File: src/rtl/gen_fifo.sv
// Single-clock register-array FIFO between the byte generator and its consumer.
// Define GEN_FIFO_ERR_FLAGS_EN to add the sticky ovf/udf error outputs.
module gen_fifo #(
  parameter int unsigned WIDTH    = 8,
  parameter int unsigned DEPTH    = 16,
  parameter int unsigned AF_LEVEL = 12
) (
  input  logic                     clk,
  input  logic                     rst,
  input  logic                     sclr,
  input  logic                     wrreq,
  input  logic [WIDTH-1:0]         data,
  output logic                     full,
  output logic                     almost_full,
  input  logic                     rdreq,
  output logic [WIDTH-1:0]         q,
  output logic                     empty,
  output logic [$clog2(DEPTH):0]   usedw
`ifdef GEN_FIFO_ERR_FLAGS_EN
  ,
  output logic                     ovf,
  output logic                     udf
`endif
);

  localparam int unsigned AW = $clog2(DEPTH);
  localparam logic [AW:0] DepthCnt = (AW+1)'(DEPTH);
  localparam logic [AW:0] AfCnt    = (AW+1)'(AF_LEVEL);

  logic [WIDTH-1:0] mem [DEPTH];
  logic [AW-1:0]    wptr;
  logic [AW-1:0]    rptr;
  logic [AW:0]      usedw_nxt;
  logic             wr_acc;
  logic             rd_acc;

  // Acceptance uses the registered flags, so simultaneous requests at the
  // boundaries resolve from the state before the edge.
  assign wr_acc = wrreq && !full;
  assign rd_acc = rdreq && !empty;

  always_comb begin
    usedw_nxt = usedw;
    if (wr_acc && !rd_acc) begin
      usedw_nxt = usedw + 1'b1;
    end else if (rd_acc && !wr_acc) begin
      usedw_nxt = usedw - 1'b1;
    end
  end

  always_ff @(posedge clk or posedge rst) begin
    if (rst) begin
      wptr        <= '0;
      rptr        <= '0;
      usedw       <= '0;
      empty       <= 1'b1;
      full        <= 1'b0;
      almost_full <= 1'b0;
      q           <= '0;
    end else if (sclr) begin
      wptr        <= '0;
      rptr        <= '0;
      usedw       <= '0;
      empty       <= 1'b1;
      full        <= 1'b0;
      almost_full <= 1'b0;
      q           <= '0;
    end else begin
      if (wr_acc) begin
        wptr <= wptr + 1'b1;
      end
      if (rd_acc) begin
        rptr <= rptr + 1'b1;
        q    <= mem[rptr];
      end
      usedw       <= usedw_nxt;
      empty       <= (usedw_nxt == '0);
      full        <= (usedw_nxt == DepthCnt);
      almost_full <= (usedw_nxt >= AfCnt);
    end
  end

  // Storage needs no reset; contents are only observable after a write.
  always_ff @(posedge clk) begin
    if (wr_acc && !sclr) begin
      mem[wptr] <= data;
    end
  end

`ifdef GEN_FIFO_ERR_FLAGS_EN
  always_ff @(posedge clk or posedge rst) begin
    if (rst) begin
      ovf <= 1'b0;
      udf <= 1'b0;
    end else if (sclr) begin
      ovf <= 1'b0;
      udf <= 1'b0;
    end else begin
      if (wrreq && full) begin
        ovf <= 1'b1;
      end
      if (rdreq && empty) begin
        udf <= 1'b1;
      end
    end
  end
`endif

endmodule

File: config.mk
export PLATFORM = sky130hd
export DESIGN_NAME = gen_fifo
export DESIGN_NICKNAME = d
export VERILOG_FILES = /design/src/rtl/gen_fifo.sv
export SDC_FILE = /design/constraint.sdc
export NUM_CORES = 1
export LEC_CHECK = 0
export BUFFER_PORTS_ARGS = -buffer_cell sky130_fd_sc_hd__buf_4
export CAP_MARGIN = 30
export CORE_MARGIN = 3
export CORE_UTILIZATION = 53
export DETAILED_ROUTE_END_ITERATION = 16
export PLACE_DENSITY = 0.7
export SYNTH_ARGS = -nofsm -noshare
export SYNTH_HDL_FRONTEND = slang
export SYNTH_SLANG_ARGS = --single-unit
File: constraint.sdc
create_clock -name clk -period 5.1 [get_ports clk]
set_clock_uncertainty 0.15 [all_clocks]
set_input_delay 0.51 -clock clk [delete_from_list [all_inputs] [get_ports clk]]
set_output_delay 0.51 -clock clk [all_outputs]
set_load 0.05 [all_outputs]
==> impl_metrics.json <==
{
  "clock-sinks": 152,
  "rows": 38,
  "vias_per_cell": 6.14,
  "htree_levels": 4,
  "final-max-slew-violation-count": 0,
  "wl_per_cell_um": 22.9,
  "p_leak_nw": 2.45,
  "tightestPinTransition_ps": 857,
  "power_w": 0.00294,
  "globalplace.congestion": 0.792,
  "pwr-share-comb_pct": 10.4,
  "initial_utilization_pct": 55.5,
  "crit_path_end_kind": "flip-flop",
  "drc": 0,
  "grt_usage_pct": 20.2,
  "hold-worst-slack_ps": 248,
  "async_reset_ff_share_pct": 15.8,
  "max_slew_margin_pct": 42.6,
  "p_clk_share_pct": 41.4,
  "area_growth_pct": 14.1,
  "die_area_mm2": 0.0130,
  "synthFlopType": "edfxtp_1",
  "seqPwrFrac_pct": 48.2,
  "drv_cap": 0,
  "finalCritPeriodShare_pct": 53.0,
  "hp-class": "in2reg",
  "wl_met1_mm": 5.38,
  "synthesis.area_mm2": 0.00618,
  "place_ws_ps": 2380,
  "critPathMaxFanout": 20,
  "synth_edf_count": 128,
  "die_w_um": 114,
  "first_global_vias": 3082,
  "syn_area_per_cell_um2": 18.0,
  "cts.root.buffer_cell": "clkbuf_16",
  "clock_path_buffers": 2,
  "syn_inst": 343,
  "route.met3.wl_um": 904,
  "tritoncts.num_buffers": 17,
  "setup_ws_ps": 2400,
  "synth_cell_types": 40,
  "worstSetupStartpointType": "flip-flop",
  "setup-violations-final": 0,
  "fmax_ghz": 0.370,
  "clk_pin_slew_ps": 60,
  "diodes": 0,
  "path_class": "reg2reg",
  "grt_max_degree": 36,
  "required_ps": 5250,
  "drive_above_1_share_pct": 21.4,
  "switching_power_w": 0.000719,
  "synth-seq-cells": 152,
  "die_h_um": 114,
  "period_minus_slack_ps": 2700,
  "first_pass_iters": 5,
  "powerDensity_mw_per_mm2": 417,
  "antenna_found_initial": 0,
  "topRoutingLayerUsed": "met4",
  "post-dp-hpwl_mm": 7.59,
  "netSwitchingFraction_pct": 24.5,
  "met2_length_mm": 5.49,
  "grt_overflow_total": 0,
  "synth_top_area_share_pct": 62.2,
  "yosysTopAreaCell": "edfxtp_1",
  "status": "finished clean",
  "ir_drop_mv": 0.351,
  "final_common_cell": "edfxtp_1",
  "final_cell_mix": "128 x edfxtp_1, 41 x nor2_1, 29 x buf_4, 21 x dfrtp_1, 19 x a21oi_1",
  "yosys_warnings": 0,
  "drtIter0Drc": 330,
  "clock_latency_ps": 430,
  "crit_arrival_ps": 2850,
  "io_pins": 29,
  "final_nets": 395,
  "internal_power_w": 0.00222,
  "rsz0062_at_grt": "no",
  "cts_resized": 0,
  "grt_pass1_wl_mm": 18.6,
  "numPortBuffers": 28,
  "hold_viol": 0,
  "core_mm2": 0.0111,
  "fillers": 773,
  "finalSetupTns_ps": 0,
  "synth_area_leaders": "edfxtp_1 62%, dfrtp_1 9.3%, mux4_1 6.8%, mux4_2 5.8%, nor2_1 2.5%",
  "routed_wl_mm": 12.1,
  "vias": 3244,
  "ant_nets": 0,
  "yosysSeqAreaShare_pct": 71.9,
  "cts_tree": "built",
  "syn_nets": 363,
  "postLayoutCoreUtil_pct": 63.4
}
==> per-stage QoR <==
stage / cells / cell area, um^2
floorplan: 343 / 6180
global placement: 494 / 6440
detailed placement: 494 / 6440
CTS: 526 / 7010
global route: 528 / 7050
finish: 528 / 7050
==> flip-flops by register name (all words and copies together) (netlist names) <==
name         cells
q                8
mem            128
wptr             4
usedw            5
rptr             4
almost_full      1
empty            1
full             1
==> logic make-up after synthesis <==
logic type                 synth area share [%]
AOI/OAI and AO/OA                          4.31
xor gates and xnor gates                   1.42
and+or+nand+nor                            5.43
DFF                                        71.9
adders and majority gates                  1.42
muxes                                      12.8
buffers and inverters                      2.67
==> what timing repair did <==
action,4_1_cts,5_1_grt
setup buffers,0,0
setup endpoints to repair,0,0
hold buffers,0,1
endpoints found under the hold margin,0,1
==> cell type report <==
type | count | area, um^2 | area share [%]
Inverter | 7 | 26.3 | 0.373
Clock inverter | 15 | 153 | 2.16
Clock buffer | 17 | 425 | 6.03
Timing Repair Buffer | 31 | 255 | 3.62
Tap cell | 140 | 175 | 2.48
Multi-Input combinational cell | 166 | 1570 | 22.2
Sequential cell | 152 | 4450 | 63.1
==> cells in the mapped netlist (all sizes together) (2+ instances only) <==
cell type	n
inv	7
nand3	3
xor2	6
xnor2	4
clkbuf	4
nor3	2
mux4	32
edfxtp	128
dfrtp	23
nand2b	2
ha	7
a22oi	17
nand2	13
o21ai	2
clkdlybuf4s25	2
a21oi	19
buf	12
or3	2
nor2b	3
nor2	41
nand4	3
==> final timing paths <==
path	to	from	depth (start not counted)	slack [ps]
max	q[7]	rptr[0]	6	2400
min	mem[9][7]	data[7]	1	250
max reg2reg	q[7]	rptr[0]	6	2400
max in group asynchronous	empty	rst	4	3990
min in group asynchronous	q[2]	rst	3	380
min reg2reg	q[2]	q[2]	2	370
==> metal layers <==
layer  track usage (%)  vias up
met5                 0        -
met4              8.87        0
met3              5.84       24
met2              27.8      156
met1              30.4     1640
li1                  -     1424
==> power groups by stage <==
| stage | logic (W) | registers [W] | clock network, W |
|---|---|---|---|
| CTS | 0.000302 | 0.00142 | 0.00124 |
| global placement | 0.000298 | 0.00144 | 0 |
| detailed placement | 0.000301 | 0.00144 | 0 |
| finish | 0.000304 | 0.00142 | 0.00122 |
| floorplan | 0.000189 | 0.00147 | 0 |
| global route | 0.000328 | 0.00142 | 0.00129 |
==> worst max-delay path: stages, from the launching register on <==
cell	delay, ps
dfrtp_2	790
buf_4	410
mux4_2	570
a22oi_1	270
a21oi_1	150
a21oi_1	170
nor2_1	50
Power figures use the tool's default switching activity.
